[src/rtl/centroid_tracker.sv]
// Per-frame foreground centroid and bounding-box extractor.
// Accumulates thresholded pixel coordinates over a frame, then divides sums by count serially.
module centroid_tracker #(
  parameter int FRAME_WIDTH  = 640,
  parameter int FRAME_HEIGHT = 480,
  parameter int MIN_PIXELS   = 64
) (
  input  logic       clk,
  input  logic       rst,
  input  logic       enable,
  input  logic [2:0] threshold,
  input  logic [9:0] draw_x,
  input  logic [9:0] draw_y,
  input  logic       vde,
  input  logic [2:0] pixel_in,
  output logic [9:0] centroid_x,
  output logic [9:0] centroid_y,
  output logic       centroid_valid,
  output logic [9:0] bbox_min_x,
  output logic [9:0] bbox_min_y,
  output logic [9:0] bbox_max_x,
  output logic [9:0] bbox_max_y,
  output logic       update,
  output logic       busy
);

  typedef enum logic [1:0] {ACC_IDLE, WAIT_SOF, ACCUM} acc_state_t;
  typedef enum logic [1:0] {DIV_IDLE, DIVIDE, PUBLISH} div_state_t;

  localparam logic [9:0]  LAST_X    = 10'(FRAME_WIDTH - 1);
  localparam logic [9:0]  LAST_Y    = 10'(FRAME_HEIGHT - 1);
  localparam logic [18:0] MIN_COUNT = 19'(MIN_PIXELS);
  localparam logic [4:0]  LAST_STEP = 5'd27;

  // One restoring-division step: returns {remainder, shifted quotient}.
  function automatic logic [46:0] div_step(input logic [18:0] rem,
                                           input logic [27:0] quo,
                                           input logic [18:0] dvs);
    logic [19:0] trial;
    logic [18:0] rem_n;
    logic        bit_n;
    trial = {rem, quo[27]};
    if (trial >= {1'b0, dvs}) begin
      rem_n = 19'(trial - {1'b0, dvs});
      bit_n = 1'b1;
    end else begin
      rem_n = trial[18:0];
      bit_n = 1'b0;
    end
    return {rem_n, quo[26:0], bit_n};
  endfunction

  acc_state_t  acc_state, acc_next;
  div_state_t  div_state, div_next;

  logic [27:0] sum_x, sum_y, sum_x_nx, sum_y_nx;
  logic [18:0] count, count_nx;
  logic [9:0]  min_x, min_y, max_x, max_y;
  logic [9:0]  min_x_nx, min_y_nx, max_x_nx, max_y_nx;

  logic [18:0] dvs, rem_x, rem_y;
  logic [27:0] quo_x, quo_y;
  logic [4:0]  step_cnt;
  logic [9:0]  op_min_x, op_min_y, op_max_x, op_max_y;
  logic        pub_ok;

  logic sof, frame_end, fg, acc_en, capture, div_load;

  assign sof       = vde && (draw_x == 10'd0) && (draw_y == 10'd0);
  assign frame_end = vde && (draw_x == LAST_X) && (draw_y == LAST_Y);
  assign fg        = vde && (pixel_in >= threshold);
  // The SOF pixel itself belongs to the frame, so WAIT_SOF accumulates on that cycle.
  assign acc_en    = enable && ((acc_state == ACCUM) || ((acc_state == WAIT_SOF) && sof));
  assign capture   = acc_en && frame_end;
  assign div_load  = capture && (div_state == DIV_IDLE);
  assign busy      = (div_state != DIV_IDLE);

  always_comb begin
    sum_x_nx = sum_x;
    sum_y_nx = sum_y;
    count_nx = count;
    min_x_nx = min_x;
    min_y_nx = min_y;
    max_x_nx = max_x;
    max_y_nx = max_y;
    if (fg) begin
      sum_x_nx = sum_x + 28'(draw_x);
      sum_y_nx = sum_y + 28'(draw_y);
      count_nx = count + 19'd1;
      min_x_nx = (draw_x < min_x) ? draw_x : min_x;
      min_y_nx = (draw_y < min_y) ? draw_y : min_y;
      max_x_nx = (draw_x > max_x) ? draw_x : max_x;
      max_y_nx = (draw_y > max_y) ? draw_y : max_y;
    end
  end

  always_comb begin
    acc_next = acc_state;
    if (!enable) begin
      acc_next = ACC_IDLE;
    end else begin
      case (acc_state)
        ACC_IDLE: acc_next = WAIT_SOF;
        WAIT_SOF: if (sof) acc_next = ACCUM;
        ACCUM:    acc_next = ACCUM;
        default:  acc_next = ACC_IDLE;
      endcase
    end
  end

  always_comb begin
    div_next = div_state;
    if (!enable) begin
      div_next = DIV_IDLE;
    end else begin
      case (div_state)
        DIV_IDLE: if (capture) div_next = (count_nx >= MIN_COUNT) ? DIVIDE : PUBLISH;
        DIVIDE:   if (step_cnt == LAST_STEP) div_next = PUBLISH;
        PUBLISH:  div_next = DIV_IDLE;
        default:  div_next = DIV_IDLE;
      endcase
    end
  end

  always_ff @(posedge clk or posedge rst) begin
    if (rst) begin
      acc_state <= ACC_IDLE;
      div_state <= DIV_IDLE;
    end else begin
      acc_state <= acc_next;
      div_state <= div_next;
    end
  end

  // Accumulators clear at frame end so the next frame overlaps the running division.
  always_ff @(posedge clk or posedge rst) begin
    if (rst) begin
      sum_x <= '0;
      sum_y <= '0;
      count <= '0;
      min_x <= 10'h3FF;
      min_y <= 10'h3FF;
      max_x <= '0;
      max_y <= '0;
    end else if (!enable || capture) begin
      sum_x <= '0;
      sum_y <= '0;
      count <= '0;
      min_x <= 10'h3FF;
      min_y <= 10'h3FF;
      max_x <= '0;
      max_y <= '0;
    end else if (acc_en) begin
      sum_x <= sum_x_nx;
      sum_y <= sum_y_nx;
      count <= count_nx;
      min_x <= min_x_nx;
      min_y <= min_y_nx;
      max_x <= max_x_nx;
      max_y <= max_y_nx;
    end
  end

  always_ff @(posedge clk or posedge rst) begin
    if (rst) begin
      dvs            <= '0;
      rem_x          <= '0;
      rem_y          <= '0;
      quo_x          <= '0;
      quo_y          <= '0;
      step_cnt       <= '0;
      op_min_x       <= '0;
      op_min_y       <= '0;
      op_max_x       <= '0;
      op_max_y       <= '0;
      pub_ok         <= 1'b0;
      centroid_x     <= '0;
      centroid_y     <= '0;
      centroid_valid <= 1'b0;
      bbox_min_x     <= '0;
      bbox_min_y     <= '0;
      bbox_max_x     <= '0;
      bbox_max_y     <= '0;
      update         <= 1'b0;
    end else begin
      update <= 1'b0;
      if (div_load) begin
        dvs      <= count_nx;
        quo_x    <= sum_x_nx;
        quo_y    <= sum_y_nx;
        rem_x    <= '0;
        rem_y    <= '0;
        step_cnt <= '0;
        op_min_x <= min_x_nx;
        op_min_y <= min_y_nx;
        op_max_x <= max_x_nx;
        op_max_y <= max_y_nx;
        pub_ok   <= (count_nx >= MIN_COUNT);
      end else if (div_state == DIVIDE) begin
        {rem_x, quo_x} <= div_step(rem_x, quo_x, dvs);
        {rem_y, quo_y} <= div_step(rem_y, quo_y, dvs);
        step_cnt       <= step_cnt + 5'd1;
      end
      // A low-count frame still pulses update but keeps the previous centroid and box.
      if (!enable) begin
        centroid_valid <= 1'b0;
      end else if (div_state == PUBLISH) begin
        update         <= 1'b1;
        centroid_valid <= pub_ok;
        if (pub_ok) begin
          centroid_x <= quo_x[9:0];
          centroid_y <= quo_y[9:0];
          bbox_min_x <= op_min_x;
          bbox_min_y <= op_min_y;
          bbox_max_x <= op_max_x;
          bbox_max_y <= op_max_y;
        end
      end
    end
  end

endmodule
[config.mk]
export PLATFORM = sky130hd
export DESIGN_NAME = centroid_tracker
export DESIGN_NICKNAME = d
export VERILOG_FILES = /design/src/rtl/centroid_tracker.sv
export SDC_FILE = /design/constraint.sdc
export NUM_CORES = 1
export LEC_CHECK = 0
export CAP_MARGIN = 15
export CORE_MARGIN = 3
export CORE_UTILIZATION = 51
export DETAILED_ROUTE_END_ITERATION = 12
export GPL_TIMING_DRIVEN = 1
export PLACE_DENSITY = 0.69
export SLEW_MARGIN = 20
export SYNTH_ARGS = -nofsm -noshare
export SYNTH_HDL_FRONTEND = slang
export SYNTH_SLANG_ARGS = --single-unit
[constraint.sdc]
create_clock -name clk -period 14.05 [get_ports clk]
set_input_delay 2.1075 -clock clk [delete_from_list [all_inputs] [get_ports clk]]
set_output_delay 2.1075 -clock clk [all_outputs]
set_load 0.005 [all_outputs]
==> flow_metrics.py <==
metrics = {
    "sta": {
        "hold_viol_final": 0,
        "final.min_clock_period_ns": 5.29,
        "max_freq_mhz": 189,
        "fin_skew_ns": 0.0270,
        "slew_headroom_pct": 27.4,
        "finalSetupViolations": 0,
        "rsz0062_at_grt": "false",
        "setup_tns_ns": 0,
        "final.period_utilization_pct": 37.7,
        "drv_slew": 0,
        "worst-slew-pin-transition_ns": 1.09,
    },
    "setup_path": {
        "r2r_setup_slack_ns": 10.37,
        "crit_type": "input port to flip-flop",
        "worstSetupStartpoint": "draw_y[7]",
        "cp-start-kind": "input port",
        "cp.required_ns": 14.51,
        "r2r_end": "rem_y[11]",
        "rr_worst_depth": 10,
        "r2r_start": "dvs[4]",
        "cp.arrival_ns": 5.75,
        "crit_path_max_fanout": 34,
        "cp-end-kind": "flip-flop",
    },
    "placed_design": {
        "dpl.hpwl_um": 31800,
        "dp_cells": 2485,
        "place.gp.congestion": 0.866,
        "port_buffers": 92,
    },
    "min_path": {
        "hold_class": "flip-flop to flip-flop",
        "min-delay-start": "op_min_x[5]",
        "hold_end": "op_min_x[5]",
        "hold_depth": 2,
    },
    "clocking": {
        "root_buffer": "clkbuf_16",
        "clkLatencyLatePin_ns": 0.54,
        "cts-buffers-inserted": 38,
        "cts_resized": 0,
        "cts_tree": "done",
        "cts_setup_buffers": 0,
        "clock-sinks": 340,
        "cts_buffer_depth": 3,
        "clkTransAtPathRegs_ns": 0.06,
        "hold_buffers": 0,
        "htree_levels": 2,
    },
    "layout": {
        "final_util_pct": 59.1,
        "syn2layout_area_growth_pct": 13.4,
        "diodes": 0,
        "fillers": 3252,
        "ff_latch_area_um2": 8530,
        "multiInputGateArea_um2": 9920,
        "stdcell_count": 2553,
        "fin_nets": 2159,
        "drive_gt1_share_pct": 9.66,
    },
    "pwr": {
        "intPower_mw": 1.68,
        "max-vdd-ir-drop_uv": 100,
        "power_density_nw_per_um2": 104,
        "p_leak_nw": 9.78,
        "p_sw_share_pct": 25.9,
        "power.switching_uw": 587,
        "combPwrFrac_pct": 11.2,
        "finalPower_mw": 2.27,
        "clockPowerShare_pct": 44.5,
        "power_frac_seq_pct": 44.3,
    },
    "grt": {
        "grt_max_degree": 158,
        "grt.overflow.total": 0,
        "antenna_found_initial": 0,
        "grt_pass1_wl_um": 79500,
        "grt_pass1_vias": 15127,
        "grt.total_usage_pct": 23.7,
    },
    "route": {
        "drt_first_pass_iters": 5,
        "drtIter0Drc": 1060,
        "drc": 0,
        "routed-via-count": 15255,
        "routedWlPerCell_um": 18.7,
        "routed_wl_um": 47700,
        "ant_nets": 0,
        "viasPerCell": 5.98,
    },
    "synthesis": {
        "netlist_instances": 1978,
        "synth_top_cell_by_area": "dfrtp_1",
        "yosysSeqAreaShare_pct": 44.3,
        "ys.flop_type": "dfrtp_1",
        "ys_warn_count": 0,
        "synth-edff-count": 0,
        "yosys-top-cells-area": "dfrtp_1 42%, ha_1 6.8%, o21ai_0 5.8%, nand2_1 4.2%, mux2i_1 4.2%",
        "synth.cell_area_um2": 19300,
        "async_reset_ff_share_pct": 100,
        "synth_seq_cells": 340,
        "syn-num-nets": 2116,
        "avgSynthCellArea_um2": 9.75,
        "yosys.area.top_type_share_pct": 41.5,
        "ys_types": 76,
    },
    "floorplanning": {
        "core_um2": 37000,
        "dieWidth_um": 200,
        "dieArea_um2": 40200,
        "rows": 70,
        "io_pins": 93,
        "start_util_pct": 52.2,
        "die_h_um": 200,
    },
    "job": {
        "drv_cap": 0,
    },
    "run_status": {
        "status": "completed",
    },
}
-- synthesized netlist by cell type (6+ instances only) --
cell type / count
buf_2: 35
a211oi_1: 9
nor2_1: 63
nand2b_1: 15
o21ai_0: 225
clkbuf_1: 58
nor2b_1: 16
and4_1: 9
nand3_1: 32
a21o_1: 34
dfstp_2: 20
o21a_1: 11
or3_1: 11
o21ai_1: 11
mux2i_1: 80
o211ai_1: 17
nand2_1: 218
a221o_1: 9
o22a_1: 20
xor2_1: 44
or2_2: 7
a31oi_1: 38
a41oi_1: 6
ha_1: 104
a22o_1: 28
buf_1: 14
nor3_1: 26
a22oi_1: 42
mux2_2: 60
a21oi_1: 86
nand4_1: 26
xnor2_1: 51
dfrtp_1: 320
and3_1: 17
o31ai_1: 9
and2_1: 10
nor4_1: 14
inv_1: 102
-- metal layers --
layer | routed length (µm) | track usage, %
met1 | 22000 | 33.3
met3 | 2480 | 3.75
met2 | 22200 | 38.4
met4 | 1050 | 6.42
met5 | 0 | 0
-- critical path, cell delays in order --
cell	delay, ns
clkdlybuf4s50_1	0.61
nor4_1	0.62
and4_1	0.36
a31oi_4	0.17
nor2_1	0.24
nand2_2	0.41
buf_4	0.43
or2_0	0.47
o22a_1	0.30
-- layout make-up --
type,count,share of cell area (%)
clock buffers,59,5.36
clock inverters,9,0.452
inverters,103,1.82
multi-input cells,1423,45.4
flip-flops and latches,340,39.0
well taps,504,2.89
repair buffers,115,5.06
-- per-stage QoR --
step                setup slack [ns]  cell area (µm²)  hold slack [ns]
finish                          8.76            21900            0.477
floorplan                       2.55            19300            0.446
global placement                8.34            20600            0.459
detailed placement              8.25            20600            0.470
CTS                             8.81            21900            0.483
global route                    8.49            21900            0.495
-- power by group through the flow --
stage	clock, mW	sequential (mW)	combinational [mW]
2_1_floorplan	0	1.02	0.173
5_1_grt	1.07	1.00	0.282
3_3_place_gp	0	1.02	0.247
3_5_place_dp	0	1.02	0.253
4_1_cts	1.03	1.00	0.255
6_report	1.01	1.00	0.254
-- sequential cells by signal (all words and copies together) (netlist names), 19 cells and up --
signal / flops
quo_x: 28
quo_y: 28
sum_x: 28
sum_y: 28
count: 19
dvs: 19
rem_x: 19
rem_y: 19
-- how the worst max path moves through the flow --
stage / to / cells past startpoint / slack (ns)
floorplan: acc_state[0] / 1 / 2.55
global placement: min_y[9] / 9 / 8.34
detailed placement: min_y[8] / 9 / 8.25
CTS: min_y[2] / 9 / 8.81
global route: min_y[7] / 9 / 8.49
finish: min_y[2] / 9 / 8.76
-- cells by family after synthesis --
logic type / synth area share, %
and+or+nand+nor: 12.1
DFF: 44.3
muxes: 7.66
xor gates and xnor gates: 4.32
adders and majority gates: 7.17
AOI/OAI and AO/OA: 19.9
buffers and inverters: 4.56
-- layout by cell type (no fill, tap or decap), types with 12 or more instances in the layout --
| cell | count |
|---|---|
| a21oi_1 | 86 |
| nor4_1 | 14 |
| clkdlybuf4s50_1 | 92 |
| buf_4 | 22 |
| nand4_1 | 26 |
| nand2b_1 | 15 |
| and3_1 | 17 |
| nor2_1 | 61 |
| xor2_1 | 44 |
| dfstp_2 | 20 |
| inv_1 | 101 |
| xnor2_1 | 51 |
| mux2_2 | 60 |
| dfrtp_1 | 320 |
| a22o_1 | 28 |
| o211ai_1 | 17 |
| ha_1 | 104 |
| o22a_1 | 20 |
| a21o_1 | 34 |
| a31oi_1 | 38 |
| clkbuf_16 | 39 |
| nand3_1 | 32 |
| mux2i_1 | 80 |
| clkbuf_8 | 12 |
| a22oi_1 | 42 |
| nor3_1 | 25 |
| nor2b_1 | 15 |
| o21ai_0 | 225 |
| nand2_1 | 216 |
Power figures use the tool's default switching activity.
